## src/rtl/cdb_arbiter.sv

```systemverilog
`default_nettype none
// ============================================================================
//  Module   : cdb_arbiter
//  Purpose  : Transmit side of the common data bus. Buffers add-RS and
//             load-unit results in small per-source FIFOs and broadcasts one
//             result per cycle on a registered CDB, round-robin between the
//             two sources. A ROB flush discards every pending result.
//  Revision : 1.0  initial release
// ============================================================================
module cdb_arbiter #(
    parameter int DATA_WIDTH = 32,
    parameter int ROB_WIDTH  = 3,
    parameter int FIFO_DEPTH = 2
) (
    input  logic                  clock,
    input  logic                  reset_n,
    input  logic                  addValid,
    input  logic [ROB_WIDTH-1:0]  addRobNum,
    input  logic [DATA_WIDTH-1:0] addData,
    output logic                  addReady,
    input  logic                  loadValid,
    input  logic [ROB_WIDTH-1:0]  loadRobNum,
    input  logic [DATA_WIDTH-1:0] loadData,
    output logic                  loadReady,
    input  logic                  flush,
    output logic                  iscast_out,
    output logic [ROB_WIDTH-1:0]  robNum_out,
    output logic [DATA_WIDTH-1:0] data_out,
    output logic                  grantSrc
);

    localparam int c_ENTRY_W = ROB_WIDTH + DATA_WIDTH;
    localparam int c_PTR_W   = (FIFO_DEPTH > 1) ? $clog2(FIFO_DEPTH) : 1;
    localparam int c_CNT_W   = $clog2(FIFO_DEPTH + 1);

    // Source 0 is the add RS, source 1 is the load unit.
    logic [1:0]           w_in_valid;
    logic [c_ENTRY_W-1:0] w_in_entry [2];
    logic [c_ENTRY_W-1:0] w_head     [2];
    logic [1:0]           w_full;
    logic [1:0]           w_empty;
    logic [1:0]           w_push;
    logic [1:0]           w_pop;
    logic                 w_any;
    logic                 w_sel;

    logic                  r_prio;
    logic                  r_cast;
    logic [ROB_WIDTH-1:0]  r_rob;
    logic [DATA_WIDTH-1:0] r_data;
    logic                  r_grant;

    assign w_in_valid    = {loadValid, addValid};
    assign w_in_entry[0] = {addRobNum, addData};
    assign w_in_entry[1] = {loadRobNum, loadData};

    function automatic logic [c_PTR_W-1:0] next_ptr(input logic [c_PTR_W-1:0] p);
        return (p == c_PTR_W'(FIFO_DEPTH - 1)) ? '0 : p + c_PTR_W'(1);
    endfunction

    for (genvar gi = 0; gi < 2; gi++) begin : g_src
        logic [c_ENTRY_W-1:0] r_mem [FIFO_DEPTH];
        logic [c_PTR_W-1:0]   r_wptr;
        logic [c_PTR_W-1:0]   r_rptr;
        logic [c_CNT_W-1:0]   r_cnt;

        assign w_full[gi]  = (r_cnt == c_CNT_W'(FIFO_DEPTH));
        assign w_empty[gi] = (r_cnt == '0);
        assign w_head[gi]  = r_mem[r_rptr];
        // Flush swallows any push offered in the same cycle.
        assign w_push[gi]  = w_in_valid[gi] & ~w_full[gi] & ~flush;
        assign w_pop[gi]   = w_any & ~flush & (w_sel == 1'(gi));

        // Pointer and occupancy bookkeeping; flush empties the FIFO outright.
        always_ff @(posedge clock or negedge reset_n) begin
            if (!reset_n) begin
                r_wptr <= '0;
                r_rptr <= '0;
                r_cnt  <= '0;
            end else if (flush) begin
                r_wptr <= '0;
                r_rptr <= '0;
                r_cnt  <= '0;
            end else begin
                if (w_push[gi]) r_wptr <= next_ptr(r_wptr);
                if (w_pop[gi])  r_rptr <= next_ptr(r_rptr);
                case ({w_push[gi], w_pop[gi]})
                    2'b10:   r_cnt <= r_cnt + c_CNT_W'(1);
                    2'b01:   r_cnt <= r_cnt - c_CNT_W'(1);
                    default: r_cnt <= r_cnt;
                endcase
            end
        end

        // Storage array needs no reset: occupancy alone marks valid entries.
        always_ff @(posedge clock) begin
            if (w_push[gi]) r_mem[r_wptr] <= w_in_entry[gi];
        end
    end

    // Grant the only non-empty source, or the preferred one when both contend.
    always_comb begin
        w_sel = r_prio;
        if (w_empty[0])      w_sel = 1'b1;
        else if (w_empty[1]) w_sel = 1'b0;
    end

    assign w_any = ~&w_empty;

    // Registered CDB broadcast and round-robin preference (moves only on a grant).
    always_ff @(posedge clock or negedge reset_n) begin
        if (!reset_n) begin
            r_prio  <= 1'b0;
            r_cast  <= 1'b0;
            r_rob   <= '0;
            r_data  <= '0;
            r_grant <= 1'b0;
        end else if (flush) begin
            r_cast  <= 1'b0;
        end else if (w_any) begin
            r_cast  <= 1'b1;
            r_rob   <= w_head[w_sel][c_ENTRY_W-1:DATA_WIDTH];
            r_data  <= w_head[w_sel][DATA_WIDTH-1:0];
            r_grant <= w_sel;
            r_prio  <= ~w_sel;
        end else begin
            r_cast  <= 1'b0;
        end
    end

    assign addReady   = ~w_full[0];
    assign loadReady  = ~w_full[1];
    assign iscast_out = r_cast;
    assign robNum_out = r_rob;
    assign data_out   = r_data;
    assign grantSrc   = r_grant;

endmodule
`default_nettype wire

```

## config.mk

```make
export PLATFORM = sky130hd
export DESIGN_NAME = cdb_arbiter
export DESIGN_NICKNAME = d
export VERILOG_FILES = /design/src/rtl/cdb_arbiter.sv
export SDC_FILE = /design/constraint.sdc
export NUM_CORES = 1
export LEC_CHECK = 0
export CELL_PAD_IN_SITES_DETAIL_PLACEMENT = 1
export CELL_PAD_IN_SITES_GLOBAL_PLACEMENT = 1
export CORE_MARGIN = 5
export CORE_UTILIZATION = 48
export CTS_CLUSTER_DIAMETER = 30
export CTS_CLUSTER_SIZE = 14
export DETAILED_ROUTE_END_ITERATION = 10
export PLACE_DENSITY = 0.9
export RECOVER_POWER = 25
export SLEW_MARGIN = 20
export SYNTH_ARGS = -nofsm -noshare
export SYNTH_HDL_FRONTEND = slang
export SYNTH_SLANG_ARGS = --single-unit
```

## constraint.sdc

```tcl
create_clock -name clock -period 8.75 [get_ports clock]
set_input_delay 1.75 -clock clock [delete_from_list [all_inputs] [get_ports clock]]
set_output_delay 1.75 -clock clock [all_outputs]
set_load 0.005 [all_outputs]
```

**Word-level counts from Yosys, hierarchy flattened**

Memories as Yosys holds them, arrays and structs flattened.
Cells that the tools add are included.

- Register bits after elaboration: 46
- Bits in latches: 0
- Bits in writable memories: 140
- Bits in read-only memories: 0
- Input port bits: 75
- Output and inout port bits: 39
- Memories: 2

- $add $sub $neg: 8
- $mul: 0
- Div/mod/pow operators: 0
- $lt $le $gt $ge: 1
- Equality and inequality tests: 6
- Shift operators: 0
- Multiplexer cells: 27
- Bitwise operators: 13
- Reduce and logical (&&, ||, !) cells: 11

Memory list:

| name | words | bits a word | rd ports | clocked after memory_dff | write ports | line | source |
|---|---|---|---|---|---|---|---|
| g_src[0].r_mem | 2 | 35 | 1 | 0 | 1 | 62 | `logic [c_ENTRY_W-1:0] r_mem [FIFO_DEPTH];` |
| g_src[1].r_mem | 2 | 35 | 1 | 0 | 1 | 62 |  |

Operator list:

| kind | count |
|---|---|
| 35-bit 2-to-1 mux | 3 |
| 1-bit 2-to-1 mux | 20 |
| 2-bit == test, second input constant | 4 |
| 2-bit one-hot mux with 2 select lines | 2 |
| 2-bit nonzero test | 4 |
| 1-bit bitwise AND | 7 |
| 3-bit nonzero test | 2 |
| 1-bit inverter | 5 |
| 1-bit adder, second input constant | 4 |
| 2-bit by 1-bit adder with 2-bit output, second input constant | 2 |
| 2-bit by 1-bit == test with 1-bit output, second input constant | 2 |
| 2-bit zero test | 2 |
| 2-bit 2-to-1 mux | 2 |
| 2-bit AND reduction | 2 |
| 2-bit by 1-bit subtractor with 2-bit output, second input constant | 2 |
| 2-bit >= comparator, second input constant | 1 |
| 1-bit inverter with 2-bit output | 1 |
| 1-bit zero test | 1 |

**Depth between registers and ports, before layout**

- Depth after elaboration: 8
- Gate-level depth with buffers: 5

**Worst setup path after synthesis**

No wires, ideal clock.

- Path type: in2reg
- Start: input port flush
- End: memory g_src[0].r_mem[1][0] in the netlist's numbering, enable pin
- Data arrival time: 4.563 ns
- Path slack: 3.709 ns
- Cell stages on the path: 2
- Buffers on the path: 1
- Path through: clkbuf_1 > nor3b_1

- Longest elaborated chain between the ends: 4

Ends and longest elaborated chain:

| item | line | source |
|---|---|---|
| start: declaration | 25 | `input logic flush,` |
| 1-bit inverter (no source line) | -- |  |
| 1-bit bitwise AND | 71 | `assign w_push[gi] = w_in_valid[gi] & ~w_full[gi] & ~flush;` |
| 1-bit 2-to-1 mux | 97 | `if (w_push[gi]) r_mem[r_wptr] <= w_in_entry[gi];` |
| 1-bit 2-to-1 mux (not written as such) | 97 |  |
| end: declaration | 62 |  |

Every way passes these cells.

==> flow_metrics.tcl <==
set metrics [dict create \
    grt_max_degree 47 \
    slew_headroom_pct -85.92 \
    io_pins 114 \
    dp_hpwl_um 10240 \
    busiest_layer "met2" \
    cts_tree "done" \
    gp_congestion 0.7386 \
    reg2reg_slack_ns 6.67 \
    ys_seq_elements 186 \
    start_kind "primary input" \
    critPathRequiredTime_ns 8.29 \
    worst_setup_path_end_kind "asynchronous set/reset pin" \
    crit_family "buffers and inverters" \
    nNetsFinal 592 \
    reg2reg_depth 4 \
    cts_root_buf "clkbuf_16" \
    synthXorXnorAreaFrac_pct 0 \
    viasPerCell 5.720 \
    cts_inserted_buffers 17 \
    grt_overflow 0 \
    fin_tns_setup_ns 0 \
    seq_area_frac_synth_pct 75.74 \
    crit_buf_inv 2 \
    cts-resized-gates 0 \
    leakage_nw 3.124 \
    slowest_delay_ns 1.96 \
    synth_top_family_by_area "multiplexers" \
    reg2reg_from "g_src[0].r_cnt[0]" \
    grt_pass1_wl_um 26320 \
    port_buffers 113 \
    synthFlopType "edfxtp_1" \
    period_minus_slack_ns 4.278 \
    die_w_um 131.4 \
    final_hold_viol_count 0 \
    synth_fa_ha_area_share_pct 0 \
    antenna_found_initial 0 \
    layout_common_cells "edfxtp_1 (140), clkdlybuf4s50_1 (63), dlygate4sd3_1 (49)" \
    rr_endpoint "data_out[29]" \
    gr-usage-met3_pct 4.664 \
    hold_path.class "reg2reg" \
    critPathMaxFanout 46 \
    vias 4084 \
    drc_errors 0 \
    first_pass_iters 4 \
    clock.fmax_mhz 233.8 \
    setup_viol 0 \
    wl_per_cell_um 23.30 \
    rsz0062_at_grt "false" \
    clk_pin_slew_ns 0.06 \
    synth_edf_count 140 \
    die_y_um 131.4 \
    htreeDepth 4 \
    slew_viol_final 47 \
    post-route-period-util_pct 48.89 \
    p_per_area_nw_per_um2 239.2 \
    grt_use_total_pct 19.74 \
    drt_wl_total_um 16630 \
    cts_sinks 186 \
    syn_inst 401 \
    synth_simple_gate_area_share_pct 4.389 \
    antenna_cells 0 \
    synth_top_area_share_pct 59.46 \
    synth_top_area_cell "edfxtp_1" \
    violations "max-capacitance violations, max-slew violations" \
    dpl.cell_count 682 \
    clk-insertion-delay-late_ns 0.43 \
    crit_chain "buf_2 > clkbuf_1" \
    finClkSkew_ns 0.007910 \
    synth_mux_area_share_pct 10.53 \
    tightest_slew_ns 2.789 \
    coreArea_um2 14480 \
    final_common_cell "edfxtp_1" \
    min-delay-start "grantSrc" \
    yosysUniqueCellTypes 31 \
    hold_depth 1 \
    dieArea_um2 17260 \
    ys_warn_count 0 \
    antenna_left 0 \
    path_class "in2async" \
    syn_area_um2 7071 \
    avgSynthCellArea_um2 17.63 \
    irDropWorstVdd_v 0.0001630 \
    syn2layout_area_growth_pct 26.79 \
    cts_buffer_depth 2 \
    drive_gt1_share_pct 15.85 \
    start_util_pct 48.83 \
    first_global_vias 4644 \
    fp-row-count 44 \
    synth_nets 476 \
    ys_top_cells_by_area "edfxtp_1 (59%), dfrtp_1 (16%), mux2_2 (5.6%)" \
    final_cells 714 \
    drv_cap 1 \
    post_cts_buffers 0 \
    met2_usage_pct 34.54 \
    synth-compound-area-share_pct 7.255 \
    drt-initial-drc-count 283 \
    whs_endpoint "grantSrc" \
    async_flop_share_pct 24.73 \
    status "finished with violations" \
    met1_usage_pct 24.04 \
    cts_hold_buf 0 \
    arrival_ns 3.81 \
    slowest_stage "clkbuf_1" \
]
[where the power goes]
group | total (mW) | switching [mW] | internal [mW]
Sequential | 1.10 | 0.0665 | 1.03
Combinational | 0.302 | 0.117 | 0.185
Clock | 0.747 | 0.318 | 0.429
Total | 2.14 | 0.502 | 1.64
[kinds of logic (layout without fill, tap and decap cells)]
group,count (synthesis),in the layout
muxes,70,70
and+or+nand+nor,57,57
AOI/OAI and AO/OA,60,60
DFF,186,186
buffers and inverters,28,157
[how the worst max path moves through the flow]
stage,startpoint,to,slack [ns],depth (start not counted)
after floorplan,flush,g_src[0].r_mem[1][0],3.71,2
after global placement,flush,data_out[14],4.84,4
after detailed placement,flush,data_out[14],4.75,4
after CTS,flush,data_out[29],5.17,4
after global routing,reset_n,g_src[0].r_rptr,3.66,2
final,reset_n,g_src[0].r_rptr,4.47,2
[flip-flops by register name, summed over array words and instances, names as in the netlist]
register / flops
iscast_out: 1
g_src.r_wptr: 2
r_prio: 1
grantSrc: 1
g_src.r_cnt: 4
g_src.r_rptr: 2
data_out: 32
g_src.r_mem: 140
robNum_out: 3
[cells in the mapped netlist, types with 2 or more instances]
cell,number
edfxtp_1,140
dfrtp_1,46
nor3_1,37
a221o_1,35
mux2_2,35
mux2i_1,35
buf_2,13
o21ai_0,7
a21oi_1,6
clkbuf_1,5
inv_1,5
a21o_1,4
nand2_1,4
or3_1,4
buf_6,3
a31oi_1,2
and3b_1,2
nand3_1,2
nor2_1,2
nor2b_1,2
nor3b_1,2
[metrics by stage]
stage	instance area, um^2	hold WS, ns	util, %	power (mW)	setup WS, ns
final	8965	0.4887	61.92	2.144	4.472
after global routing	8965	0.5201	61.92	2.229	3.658
after CTS	8966	0.4956	61.93	2.170	5.166
after detailed placement	8382	0.4817	57.89	1.420	4.746
after global placement	8382	0.4650	57.89	1.400	4.841
after floorplan	7071	0.4738	-	1.227	3.709
[area by class of cell]
type	count	area, um^2
fillers	1278	5514
flip-flops and latches	186	5360
multi-input cells	187	1597
repair buffers	120	1175
clock buffers	22	494.2
well taps	184	230.2
clock inverters	10	90.09
inverters	5	18.77
[metal layers]
layer	routed length (um)	up-vias
met5	0	-
met4	236	0
met3	838	20
met2	8909	121
met1	6649	2110
li1	-	1833
Note: power is estimated with default switching activity, not from simulation.
